**src/rtl/aq_mmu_sysmap_pkg.sv**
```systemverilog
// Shared encodings for the sysmap CSR block.
// Field codes, FSM states, flag reset value and entry count.
package aq_mmu_sysmap_pkg;

  localparam int ENTRY_NUM = 8;
  localparam logic [4:0] FLG_RST = 5'b10011;

  typedef enum logic [1:0] {
    SYSMAP_FLD_ADDR = 2'd0,
    SYSMAP_FLD_FLG  = 2'd1,
    SYSMAP_FLD_LOCK = 2'd2,
    SYSMAP_FLD_RSVD = 2'd3
  } sysmap_fld_e;

  typedef enum logic [1:0] {
    ST_IDLE   = 2'd0,
    ST_WAIT   = 2'd1,
    ST_COMMIT = 2'd2,
    ST_RESP   = 2'd3
  } sysmap_st_e;

endpackage

```
**src/rtl/aq_mmu_sysmap_csr_entry.sv**
```systemverilog
// One sysmap entry: base, flags and sticky lock bit.
// Ports: clk/rst, addr_we/addr_in, flg_we/flg_in, lock_set -> base, flg, lock.
module aq_mmu_sysmap_csr_entry
  import aq_mmu_sysmap_pkg::*;
#(
  parameter int AW = 16,
  parameter int FW = 5,
  parameter logic [FW-1:0] FLG_INIT = FLG_RST
) (
  input  logic          clk,
  input  logic          rst,
  input  logic          addr_we,
  input  logic [AW-1:0] addr_in,
  input  logic          flg_we,
  input  logic [FW-1:0] flg_in,
  input  logic          lock_set,
  output logic [AW-1:0] base,
  output logic [FW-1:0] flg,
  output logic          lock
);

  always_ff @(posedge clk) begin
    if (rst) begin
      base <= '1;
      flg  <= FLG_INIT;
      lock <= 1'b0;
    end else begin
      if (addr_we)  base <= addr_in;
      if (flg_we)   flg  <= flg_in;
      if (lock_set) lock <= 1'b1;
    end
  end

endmodule

```
**src/rtl/aq_mmu_sysmap_csr.sv**
```systemverilog
// Sysmap CSR programming block: 8 entries, staged writes committed when MMU idle.
// Ports: csr_sysmap_* request, sysmap_csr_* response, mmu busy/upd, flat entry vectors.
module aq_mmu_sysmap_csr
  import aq_mmu_sysmap_pkg::*;
#(
  parameter int PA_WIDTH   = 28,
  parameter int ADDR_WIDTH = PA_WIDTH - 12,
  parameter int FLG_WIDTH  = 5
) (
  input  logic                            forever_cpuclk,
  input  logic                            cpurst,
  input  logic                            csr_sysmap_vld,
  input  logic                            csr_sysmap_wen,
  input  logic [2:0]                      csr_sysmap_idx,
  input  logic [1:0]                      csr_sysmap_field,
  input  logic [31:0]                     csr_sysmap_wdata,
  output logic                            sysmap_csr_cmplt,
  output logic                            sysmap_csr_err,
  output logic [31:0]                     sysmap_csr_rdata,
  output logic                            sysmap_csr_busy,
  input  logic                            mmu_sysmap_busy,
  output logic [ENTRY_NUM*ADDR_WIDTH-1:0] sysmap_base_addr,
  output logic [ENTRY_NUM*FLG_WIDTH-1:0]  sysmap_flg,
  output logic                            sysmap_mmu_upd
);

  sysmap_st_e state;
  sysmap_fld_e fld;

  logic [ADDR_WIDTH-1:0] base_arr [ENTRY_NUM];
  logic [FLG_WIDTH-1:0]  flg_arr  [ENTRY_NUM];
  logic [ENTRY_NUM-1:0]  lock_vec;

  logic [2:0]            sh_idx;
  logic                  sh_is_flg;
  logic [ADDR_WIDTH-1:0] sh_data;

  logic        req, rd_req, wr_bad, wr_lock, wr_stage;
  logic        commit;
  logic [31:0] rd_val;
  logic        wdata_unused;

  assign fld = sysmap_fld_e'(csr_sysmap_field);
  assign req = csr_sysmap_vld && (state == ST_IDLE);

  assign rd_req  = req && !csr_sysmap_wen;
  assign wr_bad  = req && csr_sysmap_wen &&
                   (lock_vec[csr_sysmap_idx] || fld == SYSMAP_FLD_RSVD);
  assign wr_lock = req && csr_sysmap_wen &&
                   !lock_vec[csr_sysmap_idx] && fld == SYSMAP_FLD_LOCK;
  assign wr_stage = req && csr_sysmap_wen &&
                    !lock_vec[csr_sysmap_idx] &&
                    (fld == SYSMAP_FLD_ADDR || fld == SYSMAP_FLD_FLG);

  // A lookup starting during COMMIT pushes the write back to WAIT so the
  // active entries never move under an in-flight translation.
  assign commit = (state == ST_COMMIT) && !mmu_sysmap_busy;

  assign sysmap_csr_busy = (state != ST_IDLE);
  assign wdata_unused = ^csr_sysmap_wdata[31:ADDR_WIDTH];

  always_comb begin
    rd_val = '0;
    case (fld)
      SYSMAP_FLD_ADDR: rd_val = 32'(base_arr[csr_sysmap_idx]);
      SYSMAP_FLD_FLG:  rd_val = 32'(flg_arr[csr_sysmap_idx]);
      SYSMAP_FLD_LOCK: rd_val = 32'(lock_vec[csr_sysmap_idx]);
      default:         rd_val = '0;
    endcase
  end

  for (genvar i = 0; i < ENTRY_NUM; i++) begin : g_ent
    aq_mmu_sysmap_csr_entry #(
      .AW       (ADDR_WIDTH),
      .FW       (FLG_WIDTH),
      .FLG_INIT (FLG_RST)
    ) u_ent (
      .clk      (forever_cpuclk),
      .rst      (cpurst),
      .addr_we  (commit && !sh_is_flg && sh_idx == 3'(i)),
      .addr_in  (sh_data),
      .flg_we   (commit && sh_is_flg && sh_idx == 3'(i)),
      .flg_in   (sh_data[FLG_WIDTH-1:0]),
      .lock_set (wr_lock && csr_sysmap_idx == 3'(i)),
      .base     (base_arr[i]),
      .flg      (flg_arr[i]),
      .lock     (lock_vec[i])
    );
    assign sysmap_base_addr[i*ADDR_WIDTH +: ADDR_WIDTH] = base_arr[i];
    assign sysmap_flg[i*FLG_WIDTH +: FLG_WIDTH] = flg_arr[i];
  end

  always_ff @(posedge forever_cpuclk) begin
    if (cpurst) begin
      state            <= ST_IDLE;
      sysmap_csr_cmplt <= 1'b0;
      sysmap_csr_err   <= 1'b0;
      sysmap_csr_rdata <= '0;
      sysmap_mmu_upd   <= 1'b0;
      sh_idx           <= '0;
      sh_is_flg        <= 1'b0;
      sh_data          <= '0;
    end else begin
      sysmap_csr_cmplt <= 1'b0;
      sysmap_csr_err   <= 1'b0;
      sysmap_mmu_upd   <= 1'b0;
      unique case (state)
        ST_IDLE: begin
          unique case (1'b1)
            rd_req: begin
              state            <= ST_RESP;
              sysmap_csr_cmplt <= 1'b1;
              sysmap_csr_rdata <= rd_val;
            end
            wr_bad: begin
              state            <= ST_RESP;
              sysmap_csr_cmplt <= 1'b1;
              sysmap_csr_err   <= 1'b1;
            end
            wr_lock: begin
              state            <= ST_RESP;
              sysmap_csr_cmplt <= 1'b1;
            end
            wr_stage: begin
              state     <= ST_WAIT;
              sh_idx    <= csr_sysmap_idx;
              sh_is_flg <= (fld == SYSMAP_FLD_FLG);
              sh_data   <= csr_sysmap_wdata[ADDR_WIDTH-1:0];
            end
            default: ;
          endcase
        end
        ST_WAIT: begin
          if (!mmu_sysmap_busy) state <= ST_COMMIT;
        end
        ST_COMMIT: begin
          if (commit) begin
            state            <= ST_IDLE;
            sysmap_csr_cmplt <= 1'b1;
            sysmap_mmu_upd   <= 1'b1;
          end else begin
            state <= ST_WAIT;
          end
        end
        ST_RESP: state <= ST_IDLE;
        default: state <= ST_IDLE;
      endcase
    end
  end

endmodule

```
**config.mk**
```make
export PLATFORM = sky130hd
export DESIGN_NAME = aq_mmu_sysmap_csr
export DESIGN_NICKNAME = d
export VERILOG_FILES = /design/src/rtl/aq_mmu_sysmap_pkg.sv /design/src/rtl/aq_mmu_sysmap_csr_entry.sv /design/src/rtl/aq_mmu_sysmap_csr.sv
export SDC_FILE = /design/constraint.sdc
export NUM_CORES = 1
export LEC_CHECK = 0
export ABC_AREA = 1
export CORE_MARGIN = 1
export CORE_UTILIZATION = 45
export CTS_CLUSTER_DIAMETER = 50
export DETAILED_ROUTE_END_ITERATION = 10
export PLACE_DENSITY_LB_ADDON = 0.08
export SLEW_MARGIN = 20
export SYNTH_ARGS = -nofsm -noshare
export SYNTH_HDL_FRONTEND = slang
export SYNTH_HIERARCHICAL = 1
export SYNTH_SLANG_ARGS = --single-unit
```
**constraint.sdc**
```tcl
create_clock -name forever_cpuclk -period 1.6 [get_ports forever_cpuclk]
set_input_delay 0.32 -clock forever_cpuclk [delete_from_list [all_inputs] [get_ports forever_cpuclk]]
set_output_delay 0.32 -clock forever_cpuclk [all_outputs]
set_load 0.02 [all_outputs]
```
==> qor.txt <==
run status - finished with violations
failing checks - DRC, setup timing
sequential fraction of the synthesis area - 0.425
Unique masters post-synth - 33
CP cell instances - clkdlybuf4s15_1
Crit Path Category - reg -> out
Final min period - 1.60 ns
delay-heaviest family, CP - flip-flops
DR pass1 iterations - 8
Tightest Pin Transition - 0.549 ns
max incr delay on CP - 0.40 ns
post-synth top area share - 0.425
antenna-violating nets left - 0
setup TNS - -0.000278 ns
CP max FO - 3
CP arrival - 1.28 ns
Worst-path clk slew - 0.06 ns
commonest cells in the netlist - nand2_1 (433), dfxtp_1 (217), nand3_1 (118), nor2_1 (89), nand3_2 (82)
post-synthesis to final-layout area growth - 34.9%
number of synthesized flops with an enable pin - 0
H-tree depth - 1
Leak Pwr - 6.22 nW
CP bufs+invs - 1
placed wire-length estimate - 25600 um
Critical Path End Type - primary output
Syn Inst Count - 1336
Fin. Hold Viols - 0
nets - 1651
DR vias - 9979
GP Congestion - 0.946
average size of a mapped cell - 7.64 um2
GR Util All Layers - 0.296
die area - 23300 um2
drt total wl - 34500 um
largest net degree at the start of global routing - 30
initial antenna violation count - 0
maximum root-to-sink buffer count - 3
Wirelength per Cell - 18.1 um
Yosys reg bits - 217
CTS root buf - clkbuf_16
Initial Util - 0.464
fmax - 0.625 GHz
CTS buffer count - 26
Worst Path Required - 1.28 ns
most instantiated library cell after synthesis - nand2_1
worst hold path class - in -> reg
synth warn - 6
min setup slack post-route - -0.000278 ns
area leader, netlist - dfxtp_1
IO Pins - 246
Final Cycle Share - 1.00
Remaining DRCs - 19
Worst Skew - 0.0223 ns
type of origin of the critical path - register
Core ar. - 22000 um2
IO buf count - 213
layout cells sized above 1 - 0.276
hold bufs inserted after CTS - 0
Die Span Y - 153 um
area of the mapped netlist - 10200 um2
Vias/cell - 5.24
# setup viols final - 1
CTS tree - yes
Clock Latency Late Sink - 0.54 ns
worst slack, placed - -0.520 ns
RSZ-0062 raised after global routing - true
Final Util - 0.626
GRT overflow - 0
Clock Sinks - 217
# rows - 54
max cap viols - 0
iteration-0 DRC count of the detailed router - 626
relative slew slack - 0.634
Synth async-reset ratio - 0
IR drop worst, VDD - 652 uV
Pins Over Slew Limit - 0
vias in the first global route - 9645
die width - 153 um
ranking of synthesized cells by area - dfxtp_1 (43%), nand2_1 (16%), nand3_2 (8.0%)
Top FF cell, synth - dfxtp_1
power per standard cell area - 924 nW/um2
ant diodes - 0
first-pass GRT wire length - 54100 um
CP max-delay cell - dfxtp_1
## repair_timing
item,in CTS,in global routing
pin swaps,0,2
cloned,0,0
resized for setup,338,130
endpoints found under the setup margin,287,303
hold endpoints to repair,0,0
setup buffers,0,1
## per-layer routing
metal	vias to the layer above	track usage	wire, um	share of wire
met1	4716	0.372	14300	0.41
met2	373	0.522	16800	0.49
li1	4812	-	-	-
met5	-	0	0	0
met3	78	0.0336	2280	0.066
met4	0	0.106	1120	0.032
## power by group
part / internal [mW] / total (mW) / leakage [nW] / switching, mW
clock: 3.40 / 5.77 / 0.397 / 2.38
sequential: 5.50 / 5.64 / 1.75 / 0.137
combinational: 0.506 / 1.32 / 4.07 / 0.812
total: 9.40 / 12.7 / 6.22 / 3.32
## worst reg2reg max path: cells and delay by family, from the launching register on
family,cells,cell delay [ns]
buffers and inverters,1,0.19
AND/OR/NAND/NOR,4,0.65
AO/OA/AOI/OAI,2,0.22
flip-flops,1,0.36
## flip-flops by register name, summed over array words and instances, names as in the netlist
register and count:
g_ent.u_ent/base 128, g_ent.u_ent/flg 40, sh_data 16, sysmap_csr_rdata 16
g_ent.u_ent/lock 8, sh_idx 3, state 2, sh_is_flg 1
sysmap_csr_cmplt 1, sysmap_csr_err 1, sysmap_mmu_upd 1
## final timing paths
check                                           start                           endpoint  slack (ns)  cells past startpoint
hold / removal                    csr_sysmap_wdata[3]            sh_data[3]$_SDFFE_PP0P_        0.40                      3
setup reg to reg                state[0]$_SDFFE_PP0P_            sh_data[7]$_SDFFE_PP0P_        0.08                      7
setup / recovery  g_ent[7].u_ent/base[2]$_SDFFE_PP1P_              sysmap_base_addr[114]     -0.0003                      1
hold reg to reg     sysmap_csr_rdata[10]$_SDFFE_PP0P_  sysmap_csr_rdata[10]$_SDFFE_PP0P_        0.47                      2
## placed cells by master (no fill, tap or decap), types with 3 or more instances in the layout
cell and instances:
a21oi_1 44, a22oi_1 17, buf_12 22, buf_4 88, buf_6 4, clkbuf_1 5, clkbuf_16 26, clkbuf_2 47
clkdlybuf4s15_1 60, clkdlybuf4s15_2 44, clkdlybuf4s50_1 24, clkinv_2 3, conb_1 16, dfxtp_1 203, dfxtp_2 14, dlygate4sd2_1 36
inv_1 75, inv_2 5, inv_6 8, nand2_1 432, nand2_2 74, nand2_4 8, nand3_1 117, nand3_2 82
nand4_1 24, nor2_1 84, nor2_2 5, nor2_4 3, o211ai_1 7, o21a_1 4, o21ai_1 18, o221ai_1 4
## cell families after synthesis
logic type / synth area share
AND/OR/NAND/NOR: 0.403
flip-flops: 0.425
buffers and inverters: 0.113
AO/OA/AOI/OAI: 0.0582
other: 0.000367
## cell type report
class	count	area, um2
clock buffer	33	697
clock inverter	10	124
fill	2028	8250
inverter	89	377
multi-input combinational	949	4820
sequential	217	4360
tap	280	350
timing repair buffer	326	3050
## stage by stage
step / std cells / cell area (um2) / hold slack (ns) / power (mW)
6_report: 1904 / 13800 / 0.401 / 12.7
5_1_grt: 1904 / 13800 / 0.398 / 13.1
4_1_cts: 1903 / 13900 / 0.391 / 12.7
3_5_place_dp: 1860 / 13100 / 0.460 / 7.08
3_3_place_gp: 1860 / 13100 / 0.452 / 7.06
2_1_floorplan: 1351 / 10300 / 0.389 / 6.47
No activity file was read; power rests on OpenSTA's default activity.
